[src/rtl/multicycle_control.sv]
// Multicycle MIPS control FSM: sequences fetch/decode/execute and drives the
// datapath mux selects, write enables and ALUControl for each state.
module multicycle_control #(
  parameter bit SUPPORT_ADDI = 1'b1,
  parameter bit SUPPORT_J    = 1'b1
) (
  input  logic       clk,
  input  logic       reset,
  input  logic [5:0] op,
  input  logic [5:0] funct,
  input  logic       zero,
  output logic       IorD,
  output logic       MemWrite,
  output logic       IRWrite,
  output logic       RegDst,
  output logic       MemtoReg,
  output logic       RegWrite,
  output logic       ALUSrcA,
  output logic [1:0] ALUSrcB,
  output logic [2:0] ALUControl,
  output logic [1:0] PCSrc,
  output logic       PCEn,
  output logic       illegal,
  output logic [3:0] state
);

  typedef enum logic [3:0] {
    FETCH   = 4'd0,
    DECODE  = 4'd1,
    MEMADR  = 4'd2,
    MEMRD   = 4'd3,
    MEMWB   = 4'd4,
    MEMWR   = 4'd5,
    EXECUTE = 4'd6,
    ALUWB   = 4'd7,
    BRANCH  = 4'd8,
    ADDIEX  = 4'd9,
    ADDIWB  = 4'd10,
    JUMP    = 4'd11
  } state_t;

  localparam logic [5:0] OP_RTYPE = 6'b000000;
  localparam logic [5:0] OP_J     = 6'b000010;
  localparam logic [5:0] OP_BEQ   = 6'b000100;
  localparam logic [5:0] OP_ADDI  = 6'b001000;
  localparam logic [5:0] OP_LW    = 6'b100011;
  localparam logic [5:0] OP_SW    = 6'b101011;

  state_t state_q, state_d;

  always_ff @(posedge clk) begin
    if (reset) state_q <= FETCH;
    else       state_q <= state_d;
  end

  assign state = state_q;

  always_comb begin
    state_d    = FETCH;
    IorD       = 1'b0;
    MemWrite   = 1'b0;
    IRWrite    = 1'b0;
    RegDst     = 1'b0;
    MemtoReg   = 1'b0;
    RegWrite   = 1'b0;
    ALUSrcA    = 1'b0;
    ALUSrcB    = 2'b00;
    ALUControl = 3'b000;
    PCSrc      = 2'b00;
    PCEn       = 1'b0;
    illegal    = 1'b0;
    case (state_q)
      FETCH: begin
        IRWrite = 1'b1;
        ALUSrcB = 2'b01;
        PCEn    = 1'b1;
        state_d = DECODE;
      end
      DECODE: begin
        // Branch target is precomputed here so BRANCH only needs the compare.
        ALUSrcB = 2'b11;
        case (op)
          OP_LW, OP_SW: state_d = MEMADR;
          OP_RTYPE:     state_d = EXECUTE;
          OP_BEQ:       state_d = BRANCH;
          OP_ADDI: begin
            if (SUPPORT_ADDI) state_d = ADDIEX;
            else              illegal = 1'b1;
          end
          OP_J: begin
            if (SUPPORT_J) state_d = JUMP;
            else           illegal = 1'b1;
          end
          default: illegal = 1'b1;
        endcase
      end
      MEMADR: begin
        ALUSrcA = 1'b1;
        ALUSrcB = 2'b10;
        state_d = (op == OP_SW) ? MEMWR : MEMRD;
      end
      MEMRD: begin
        IorD    = 1'b1;
        state_d = MEMWB;
      end
      MEMWB: begin
        RegWrite = 1'b1;
        MemtoReg = 1'b1;
      end
      MEMWR: begin
        IorD     = 1'b1;
        MemWrite = 1'b1;
      end
      EXECUTE: begin
        ALUSrcA = 1'b1;
        case (funct)
          6'b100000: ALUControl = 3'b000;
          6'b100010: ALUControl = 3'b001;
          6'b100100: ALUControl = 3'b010;
          6'b100101: ALUControl = 3'b011;
          default:   ALUControl = 3'b111;
        endcase
        state_d = ALUWB;
      end
      ALUWB: begin
        RegWrite = 1'b1;
        RegDst   = 1'b1;
      end
      BRANCH: begin
        ALUSrcA    = 1'b1;
        ALUControl = 3'b001;
        PCSrc      = 2'b01;
        PCEn       = zero;
      end
      ADDIEX: begin
        ALUSrcA = 1'b1;
        ALUSrcB = 2'b10;
        state_d = ADDIWB;
      end
      ADDIWB: begin
        RegWrite = 1'b1;
      end
      JUMP: begin
        PCSrc = 2'b10;
        PCEn  = 1'b1;
      end
      default: state_d = FETCH;
    endcase
  end

endmodule

[config.mk]
export PLATFORM = sky130hd
export DESIGN_NAME = multicycle_control
export DESIGN_NICKNAME = d
export VERILOG_FILES = /design/src/rtl/multicycle_control.sv
export SDC_FILE = /design/constraint.sdc
export NUM_CORES = 1
export LEC_CHECK = 0
export ABC_AREA = 1
export ABC_CLOCK_PERIOD_IN_PS = 1000
export CELL_PAD_IN_SITES_DETAIL_PLACEMENT = 1
export CELL_PAD_IN_SITES_GLOBAL_PLACEMENT = 1
export CORE_MARGIN = 10
export CORE_UTILIZATION = 20
export CTS_BUF_LIST = sky130_fd_sc_hd__clkbuf_4
export DETAILED_ROUTE_END_ITERATION = 16
export GPL_TIMING_DRIVEN = 0
export PLACE_DENSITY_LB_ADDON = 0.1
export SLEW_MARGIN = 5
export SYNTH_ARGS = -nofsm -noshare
export SYNTH_HDL_FRONTEND = slang
export SYNTH_SLANG_ARGS = --single-unit
[constraint.sdc]
create_clock -name clk -period 1 [get_ports clk]
set_input_delay 0.1 -clock clk [delete_from_list [all_inputs] [get_ports clk]]
set_output_delay 0.1 -clock clk [all_outputs]
set_load 0.01 [all_outputs]
Yosys cells after proc, flatten, opt, wreduce, memory -nomap -nowiden. Index checks and enable logic that the tools add are counted.

Register bits after elaboration: 4. Word-level logic and storage cells: 47. Output and inout bits: 20.

Muxes and demuxes: 17. Eq/ne operators: 20. Reductions and logical operators: 9.

Operators by type and width (number): $eq A6 B6 Y1 const B (6); $pmux W4 S6 (1); $pmux W4 S5 (1); $eq A4 B3 Y1 const B (4); $eq A4 B4 Y1 const B (4); $pmux W3 S4 (1); $mux W1 (9); $eq A4 B2 Y1 const B (2); $reduce_or A2 Y1 (4); $eq A6 B2 Y1 const B (1); $eq A6 B3 Y1 const B (1); $eq A6 B4 Y1 const B (1); $logic_not A6 Y1 (1); $pmux W2 S3 (1); $pmux W3 S2 (1); $reduce_or A6 Y1 (1); $eq A4 B1 Y1 const B (1); $logic_not A4 Y1 (1); $pmux W2 S2 (1); $reduce_or A4 Y1 (1); $mux W3 (1); $reduce_or A3 Y1 (1); $pmux W1 S2 (1).

Depth between registers and ports, before layout. Gate-level depths: netlist of run 1.

Depth after elaboration: 4. Depth in mapped cells: 7.

Least setup slack after synthesis of run 1. OpenSTA, ideal clock, no wires.

Path type: reg2out. Start: reg state_q[3] (netlist: state[3]). End: out ALUControl[0]. Cell stages (with the launch flop): 7. Setup slack: -0.177 ns. Data arrival time: 1.077 ns. Cell sequence: dfxtp_1 -> inv_2 -> nor2_4 -> inv_2 -> nor2_4 -> nor2_1 -> a21oi_1.

Cells in the longest elaborated chain, start to end: 2. Elaborated cells on any way between the ends: 3.

RTL lines: start, declared (line 49) `state_t state_q, state_d;`; start signal, assigned (line 53) `else state_q <= state_d;`; $eq A4 B4 Y1 or $eq A4 B3 Y1 (tied branches) (line 72) `case (state_q)`; $pmux W3 S2 * (line 72); end, declared (line 20) `output logic [2:0] ALUControl,`.

Every way passes the cells marked *; elsewhere a longest branch is shown, timed or not.

Worst setup path in the final report of run 1. Ends and elaborated chain as after synthesis.

==> qor.txt, run 1 <==
STATUS
-------------------------------------------------------------------------------------
Result of the run                                                        complete, but fails checks
Failing checks                                                           negative setup slack

CTS
-------------------------------------------------------------------------------------
Clock tree from TritonCTS                                                         yes
Number of hold buffers added after cts                                              0
CTS max path bufs                                                                   2
H-tree lvl count                                                                    1
CTS root buf                                                                 clkbuf_4
Worst skew pair latency                                                       0.24 ns
Sinks on Clock Net                                                                  4
Clock Pin Slew Worst Setup and Hold Paths                                     0.04 ns
Number of buffers inserted during clock tree synthesis                              3

PWR
-------------------------------------------------------------------------------------
Clock share of power                                                            33.7%
Sequential group share of total power                                           23.3%
Switching power share of the total                                             33.37%
Peak supply drop                                                          0.0005955 V
Relative contribution of combinational cells to total power                     43.0%
Reported leakage power                                                      0.6136 nW
Cell Pwr Density                                                         580.0 mW/mm²
Overall power of the completed layout                                     0.0007387 W
Cell-internal power                                                       0.0004922 W
Power spent charging and discharging nets                                 0.0002465 W

SYNTHESIS
-------------------------------------------------------------------------------------
Area share of fa/ha/maj cells after synthesis                                      0%
Post-synthesis xor/xnor area fraction                                              0%
Top FF cell, synth                                                            dfxtp_1
Sequential cell area fraction in the yosys report                              14.71%
Cell types with the largest area share after synthesis                   nor2_1, dfxtp_1, nand2_1, nand3_1, inv_1
Post-synth ARST share                                                              0%
Net count after synthesis                                                         114
Fraction of the mapped netlist area in compound gates                          12.64%
Post-synthesis mux area share                                                      0%
Main combinational cell family by area after synthesis                   simple AND/OR/NAND/NOR gates
Post-synthesis share of cell area spent on and, or, nand and nor gates         61.61%
Most frequently used cell type in the post-synthesis netlist                   nor2_1
Cell area after synthesis                                                   544.3 µm²
Post-synthesis area per instance                                            5.498 µm²
Register bit count reported by yosys                                                4
Distinct cell type count of the synthesized netlist                                17
Post-Synthesis Cells                                                               99
Cell types with the highest counts after synthesis                       nor2_1, nand2_1, inv_1
Number of enable-type register cells in the synthesized netlist                     0
Count of warnings emitted by yosys                                                  0
Most area-hungry cell type in the Yosys netlist                                nor2_1
Top-area cell type share of the netlist area                                   15.86%

DETAILED ROUTING
-------------------------------------------------------------------------------------
Met2 wire length                                                              1457 µm
Number of nets with antenna violations after detailed routing                       0
Total length of routed met3 wires                                              144 µm
Wire length the detailed router placed on met1                                1011 µm
Uppermost layer routed                                                           met3
Via-to-Cell Ratio                                                               4.560
Number of DRC markers in iteration 0                                               28
Average detailed-routed wire length per instance                             14.36 µm
Total iterations of the first detailed-routing run                                  3
Total via count after detailed routing                                            830
Residual DRC                                                                        0
Wirelength, routed                                                            2613 µm

FLOORPLANNING
-------------------------------------------------------------------------------------
Die Outline Area                                                         0.005208 mm²
Number of rows in the core area                                                    18
Die X-Extent                                                                 72.17 µm
Initial core utilization                                                       21.39%
Die H                                                                        72.17 µm
Ports placed on the boundary                                                       35
CORE AREA                                                                0.002545 mm²

SETUP PATH
-------------------------------------------------------------------------------------
Largest incremental delay on the critical path                                0.37 ns
Critical path peak fanout                                                           4
Critical Path Most Common Cell                                                 nor2_4
Critical path type                                                            reg2out
Critical path startpoint category                                            register
Worst path bufs/invs                                                                3
Critical path endpoint category                                           output port
Family of cells with the greatest summed delay on the critical path        flip-flops
Worst endpoint data arrival time                                              1.29 ns
Cell with the largest stage delay on the worst path                           dfxtp_4
Data required time at the worst endpoint                                      0.90 ns
Cells along the critical path                                            inv_8 > nor2_4 > inv_2 > nor2_4 > nor2_2 > a21oi_2 > buf_2

PLACE
-------------------------------------------------------------------------------------
Placed Instances                                                                  163
Final HPWL from detailed placement                                            1923 µm
Final weighted congestion in routability-driven placement                      0.7412
Count of buffers inserted at the top-level ports                                   34

GRT
-------------------------------------------------------------------------------------
Initial antenna violation count                                                     0
Maximum number of pins on one net before global-route repair                        7
GRT Resource Usage Total                                                       9.868%
Via count of the first global-routing pass                                        877
Congestion Overflow GR                                                              0
Wire length of the first global-routing pass                                  4202 µm

FINAL LAYOUT
-------------------------------------------------------------------------------------
Final std cells w/o fill                                                          182
Max reg flops                                                                       4
Diodes inserted                                                                     0
Post-layout util                                                               50.05%
Area growth syn-to-layout                                                      134.0%
Layout cells sized above 1                                                     59.87%
Layout filler cell count                                                          324
Final net count                                                                   168

TIMING
-------------------------------------------------------------------------------------
Actual slew at the worst max-slew pin                                       0.2622 ns
Final hold violation count                                                          0
Smallest setup slack after layout                                          -0.3893 ns
Achievable Freq                                                             719.8 MHz
Share of the cycle needed by the critical path after routing                   138.9%
Max Slew Vio Count                                                                  0
Max-Slew Margin vs Limit                                                       82.46%
Worst Clk Skew                                                            0.007635 ns
RSZ-0062 raised after global routing                                              yes
Final Critical Period                                                        1.389 ns
Final setup viols                                                                  20

RUN
-------------------------------------------------------------------------------------
Max-cap violations                                                                  0

HOLD PATH
-------------------------------------------------------------------------------------
Worst hold path type                                                           in2reg

[cell type report]
type,instances,area [µm²],share of cell area (%)
multi-input cells,79,588.1,46.17
repair buffers,49,442.9,34.77
flip-flops and latches,4,95.09,7.466
inverters,16,80.08,6.287
well taps,30,37.54,2.947
clock buffers,4,30.03,2.358
[metrics by stage]
stage / cell area (µm²) / hold WS, ns / setup TNS (ns) / worst slack, ns
finish: 1274 / 0.3698 / -4.595 / -0.3893
detailed placement: 945.9 / 0.6431 / -9.143 / -0.8466
floorplan: 568.0 / 0.1594 / -0.1079 / -0.05446
CTS: 1105 / 0.4635 / -4.858 / -0.3861
global placement: 945.9 / 0.6388 / -8.792 / -0.7799
global route: 1274 / 0.4018 / -6.158 / -0.4989
[cell families (layout without fill, tap and decap cells)]
family | Yosys count | in the layout
compound gates | 13 | 13
flops | 4 | 4
simple gates | 66 | 66
buf+inv | 16 | 69
[placed cells by master (no fill, tap or decap), drive strengths merged]
cell type,instances
nand2,20
nor2,31
o22ai,1
clkbuf,5
dfxtp,4
a31oi,2
nand3,12
nand4,1
dlymetal6s2s,2
nor3,2
clkdlybuf4s50,7
inv,16
o21ai,3
buf,33
a21oi,7
dlygate4sd2,6
[routing by layer]
| layer | GRT usage, % | up-vias |
|---|---|---|
| met2 | 17.69 | 16 |
| met5 | 0 | - |
| met1 | 10.92 | 383 |
| met4 | 3.441 | 0 |
| li1 | - | 431 |
| met3 | 2.449 | 0 |
[worst register-to-register path: stages, from the launching register on]
cell	delay (ns)
dfxtp_4	0.38
inv_6	0.09
nand2_4	0.07
nor2_4	0.15
buf_6	0.13
nand4_1	0.07
nand3_1	0.11
nand2_1	0.06
inv_1	0.05
[what timing repair did]
| action | 4_1_cts | 5_1_grt |
|---|---|---|
| setup endpoints to repair | 24 | 24 |
| pin swaps | 14 | 10 |
| resized for setup | 117 | 35 |
| setup buffers | 10 | 5 |
[worst paths after layout]
check,start,to,slack [ns],cells past startpoint
hold reg to reg,state[3]$_SDFF_PP0_,state[0]$_SDFF_PP0_,0.68,3
setup / recovery,state[3]$_SDFF_PP0_,ALUControl[0],-0.39,7
hold / removal,op[0],state[0]$_SDFF_PP0_,0.37,6
setup reg to reg,state[1]$_SDFF_PP0_,state[2]$_SDFF_PP0_,-0.15,8
[power by group through the flow]
stage          Combinational, W  Clock (W)  Sequential, W
2_1_floorplan          0.000105          0       0.000175
3_3_place_gp           0.000238          0       0.000174
3_5_place_dp           0.000242          0       0.000175
4_1_cts                0.000263   0.000266       0.000170
5_1_grt                0.000347   0.000285       0.000173
6_report               0.000318   0.000249       0.000172
(Power assumes the default switching activity.)
==> run 2: changes to the inputs <==
Settings changed: ABC_CLOCK_PERIOD_IN_PS 1000 to not set, CORE_UTILIZATION 20 to 35, DONT_BUFFER_PORTS set to 1.
==> run 2 against run 1 <==
The run still ends with negative setup slack left. Non-clock buffer count is 44 lower. Count of clock-buffer cells in the layout stayed put. Routed wire length is 7.3% lower. Maximum frequency is 2.3% lower. Hold slack worse by 0.18 ns. Largest cell class unchanged.
==> qor.txt, run 2 (synthesis results as in run 1) <==
STATUS
----------------------------------------------------------------------------------
Result of the run                                                     complete, but fails checks
Failing checks                                                        negative setup slack

HOLD PATH
----------------------------------------------------------------------------------
Min-Delay Startpoint                                                         op[0]
Worst hold path type                                                        in2reg

PLACE
----------------------------------------------------------------------------------
Final HPWL from detailed placement                                         1645 µm   -14%
Worst slack at placement                                                -0.1708 ns   +0.6758 ns
Count of buffers inserted at the top-level ports                                 0   -100%
Placed Instances                                                               115   -29%
Placed cell area                                                         588.1 µm²   -38%
Final weighted congestion in routability-driven placement                   0.7665   +3.4%

PWR
----------------------------------------------------------------------------------
Relative contribution of combinational cells to total power                  30.7%   -12 points
Cell-internal power                                                    0.0004051 W   -18%
Cell Pwr Density                                                      723.5 mW/mm²   +25%
Reported leakage power                                                   0.3843 nW   -37%
Power spent charging and discharging nets                              0.0002386 W   -3.2%
Switching power share of the total                                          37.07%   +3.7 points
Peak supply drop                                                       0.0005582 V   -6.3%
Sequential group share of total power                                        27.7%   +4.4 points
Clock share of power                                                         41.6%   +7.9 points

SETUP PATH
----------------------------------------------------------------------------------
Launching instance or port of the critical path                       state[3]$_SDFF_PP0_
Critical path startpoint category                                         register
Family of cells with the greatest summed delay on the critical path     flip-flops
Worst endpoint data arrival time                                           1.32 ns   +0.03 ns
Data required time at the worst endpoint                                   0.90 ns   about the same
Critical path endpoint category                                        output port
Worst path bufs/invs                                                             2   -1
Reg2reg start                                                         state[1]$_SDFF_PP0_
Critical Path Most Common Cell                                              nor2_4
Cells along the critical path                                         inv_6 > nor2_4 > inv_2 > nor2_4 > nor3_2 > a21oi_2
Critical path type                                                         reg2out
Critical path peak fanout                                                        4   unchanged
Cell with the largest stage delay on the worst path                        dfxtp_4
Largest incremental delay on the critical path                             0.40 ns   +0.03 ns

GRT
----------------------------------------------------------------------------------
Congestion Overflow GR                                                           0   unchanged
Maximum number of pins on one net before global-route repair                     7   unchanged
Initial antenna violation count                                                  0   unchanged
Wire length of the first global-routing pass                               3277 µm   -22%
GRT Resource Usage Total                                                    11.67%   +1.8 points
Via count of the first global-routing pass                                     687   -22%

FINAL LAYOUT
----------------------------------------------------------------------------------
Total area of sequential cells                                           95.09 µm²   unchanged
Most used cells in the layout excluding fill and tap cells            nor2_4, nor2_1, inv_1, nand3_1, nand2_1
Final Cell Area                                                          889.6 µm²   -30%
Diodes inserted                                                                  0   unchanged
Most common library cell in the layout ignoring fill and taps               nor2_4
Layout filler cell count                                                       180   -44%
Area growth syn-to-layout                                                   63.45%
Area used by multi-input combinational logic                             619.3 µm²   +5.3%
Final net count                                                                124   -26%
Final std cells w/o fill                                                       124   -32%
Max reg flops                                                                    4   unchanged
Layout cells sized above 1                                                  55.56%   -4.3 points

CTS
----------------------------------------------------------------------------------
CTS root buf                                                              clkbuf_4
Worst skew pair latency                                                    0.25 ns   about the same
Clock Pin Slew Worst Setup and Hold Paths                                  0.05 ns   about the same
CTS max path bufs                                                                2   unchanged
Number of buffers inserted during clock tree synthesis                           3   unchanged
H-tree lvl count                                                                 1   unchanged
Clock tree from TritonCTS                                                      yes
Sinks on Clock Net                                                               4   unchanged

TIMING
----------------------------------------------------------------------------------
Final Critical Period                                                     1.422 ns   +0.03217 ns
Final setup viols                                                               20   unchanged
Final hold violation count                                                       0   unchanged
Sum Neg Setup Slack                                                      -4.642 ns   -0.04775 ns
Smallest setup slack after layout                                       -0.4215 ns   -0.03217 ns
Achievable Freq                                                          703.5 MHz   -2.3%
Share of the cycle needed by the critical path after routing                142.2%   +3.2 points
Max-Slew Margin vs Limit                                                    65.81%   -17 points
Worst Clk Skew                                                          0.01188 ns   +0.004241 ns
Actual slew at the worst max-slew pin                                    0.5074 ns   +0.2452 ns
Max Slew Vio Count                                                               0   unchanged
RSZ-0062 raised after global routing                                           yes

FLOORPLANNING
----------------------------------------------------------------------------------
Initial core utilization                                                    36.55%   +15 points
Die H                                                                     59.44 µm   -18%
Number of rows in the core area                                                 14   -4
Die X-Extent                                                              59.44 µm   -18%
CORE AREA                                                             0.001489 mm²   -41%
Ports placed on the boundary                                                    35   unchanged
Die Outline Area                                                      0.003533 mm²   -32%

DETAILED ROUTING
----------------------------------------------------------------------------------
Average detailed-routed wire length per instance                          19.53 µm   +36%
Number of DRC markers in iteration 0                                            11   -61%
Residual DRC                                                                     0   unchanged
Total iterations of the first detailed-routing run                               4   +1
Total via count after detailed routing                                         688   -17%
Wirelength, routed                                                         2422 µm   -7.3%
Via-to-Cell Ratio                                                            5.548   +22%
Number of nets with antenna violations after detailed routing                    0   unchanged

RUN
----------------------------------------------------------------------------------
Max-cap violations                                                               0   unchanged

run 2: changes by cell type in the layout (fill, tap and decap cells not counted), sizes merged:
cell / change
buf: -29
clkbuf: -1
clkdlybuf4s50: -7
dlygate4sd2: -6
dlygate4sd3: +1
dlymetal6s2s: -2
run 2: final cells by class:
class / instances / area share (%)
sequential: 4 / 10.69
multi-input combinational: 79 / 69.62
tap: 16 / 2.250
inverter: 16 / 8.720
clock buffer: 4 / 3.376
timing repair buffer: 5 / 5.345
run 2: worst reg2reg max path, stage by stage, from the launching register on:
cell and delay (ns):
dfxtp_4 0.41, inv_6 0.11, nand2_4 0.08, nor2_4 0.15
buf_6 0.12, nand4_1 0.09, nand3_1 0.13, nand2_1 0.06
inv_1 0.05
run 2: worst paths after layout:
path,to,slack (ns),cells after the start
worst max-delay path,ALUControl[0],-0.42,6
worst min-delay path,state[1]$_SDFF_PP0_,0.19,5
worst max register to register,state[2]$_SDFF_PP0_,-0.28,8
worst min register to register,state[0]$_SDFF_PP0_,0.71,3
run 2: power by group through the flow:
stage / Sequential, W / Combinational (W) / Clock (W)
2_1_floorplan: 0.000175 / 0.000105 / 0
3_3_place_gp: 0.000177 / 0.000122 / 0
3_5_place_dp: 0.000178 / 0.000125 / 0
4_1_cts: 0.000174 / 0.000167 / 0.000272
5_1_grt: 0.000180 / 0.000217 / 0.000277
6_report: 0.000178 / 0.000198 / 0.000268
run 2: routing by layer:
layer,up-vias,track usage [%],routed length [µm]
met5,-,0,0
met4,0,2.951,11
met3,2,5.365,205
met2,20,20.51,1322
met1,328,12.12,882
li1,338,-,-
run 2: per-stage QoR:
step | power [W] | hold WS, ns | util (%)
after floorplan | 0.0002795 | 0.1594 | -
after global placement | 0.0002991 | 0.1649 | 39.50
after detailed placement | 0.0003031 | 0.1678 | 39.50
after CTS | 0.0006126 | 0.1745 | 52.27
after global routing | 0.0006731 | 0.2400 | 59.75
final | 0.0006436 | 0.1866 | 59.75
run 2: repair_timing:
item                                    in CTS  in global routing
endpoints found under the hold margin        4                  0
gates resized for setup                     31                 27
hold buffers                                 1                  0
endpoints found under the setup margin      20                 20
pin swaps                                    7                  6
setup buffers                                4                  0
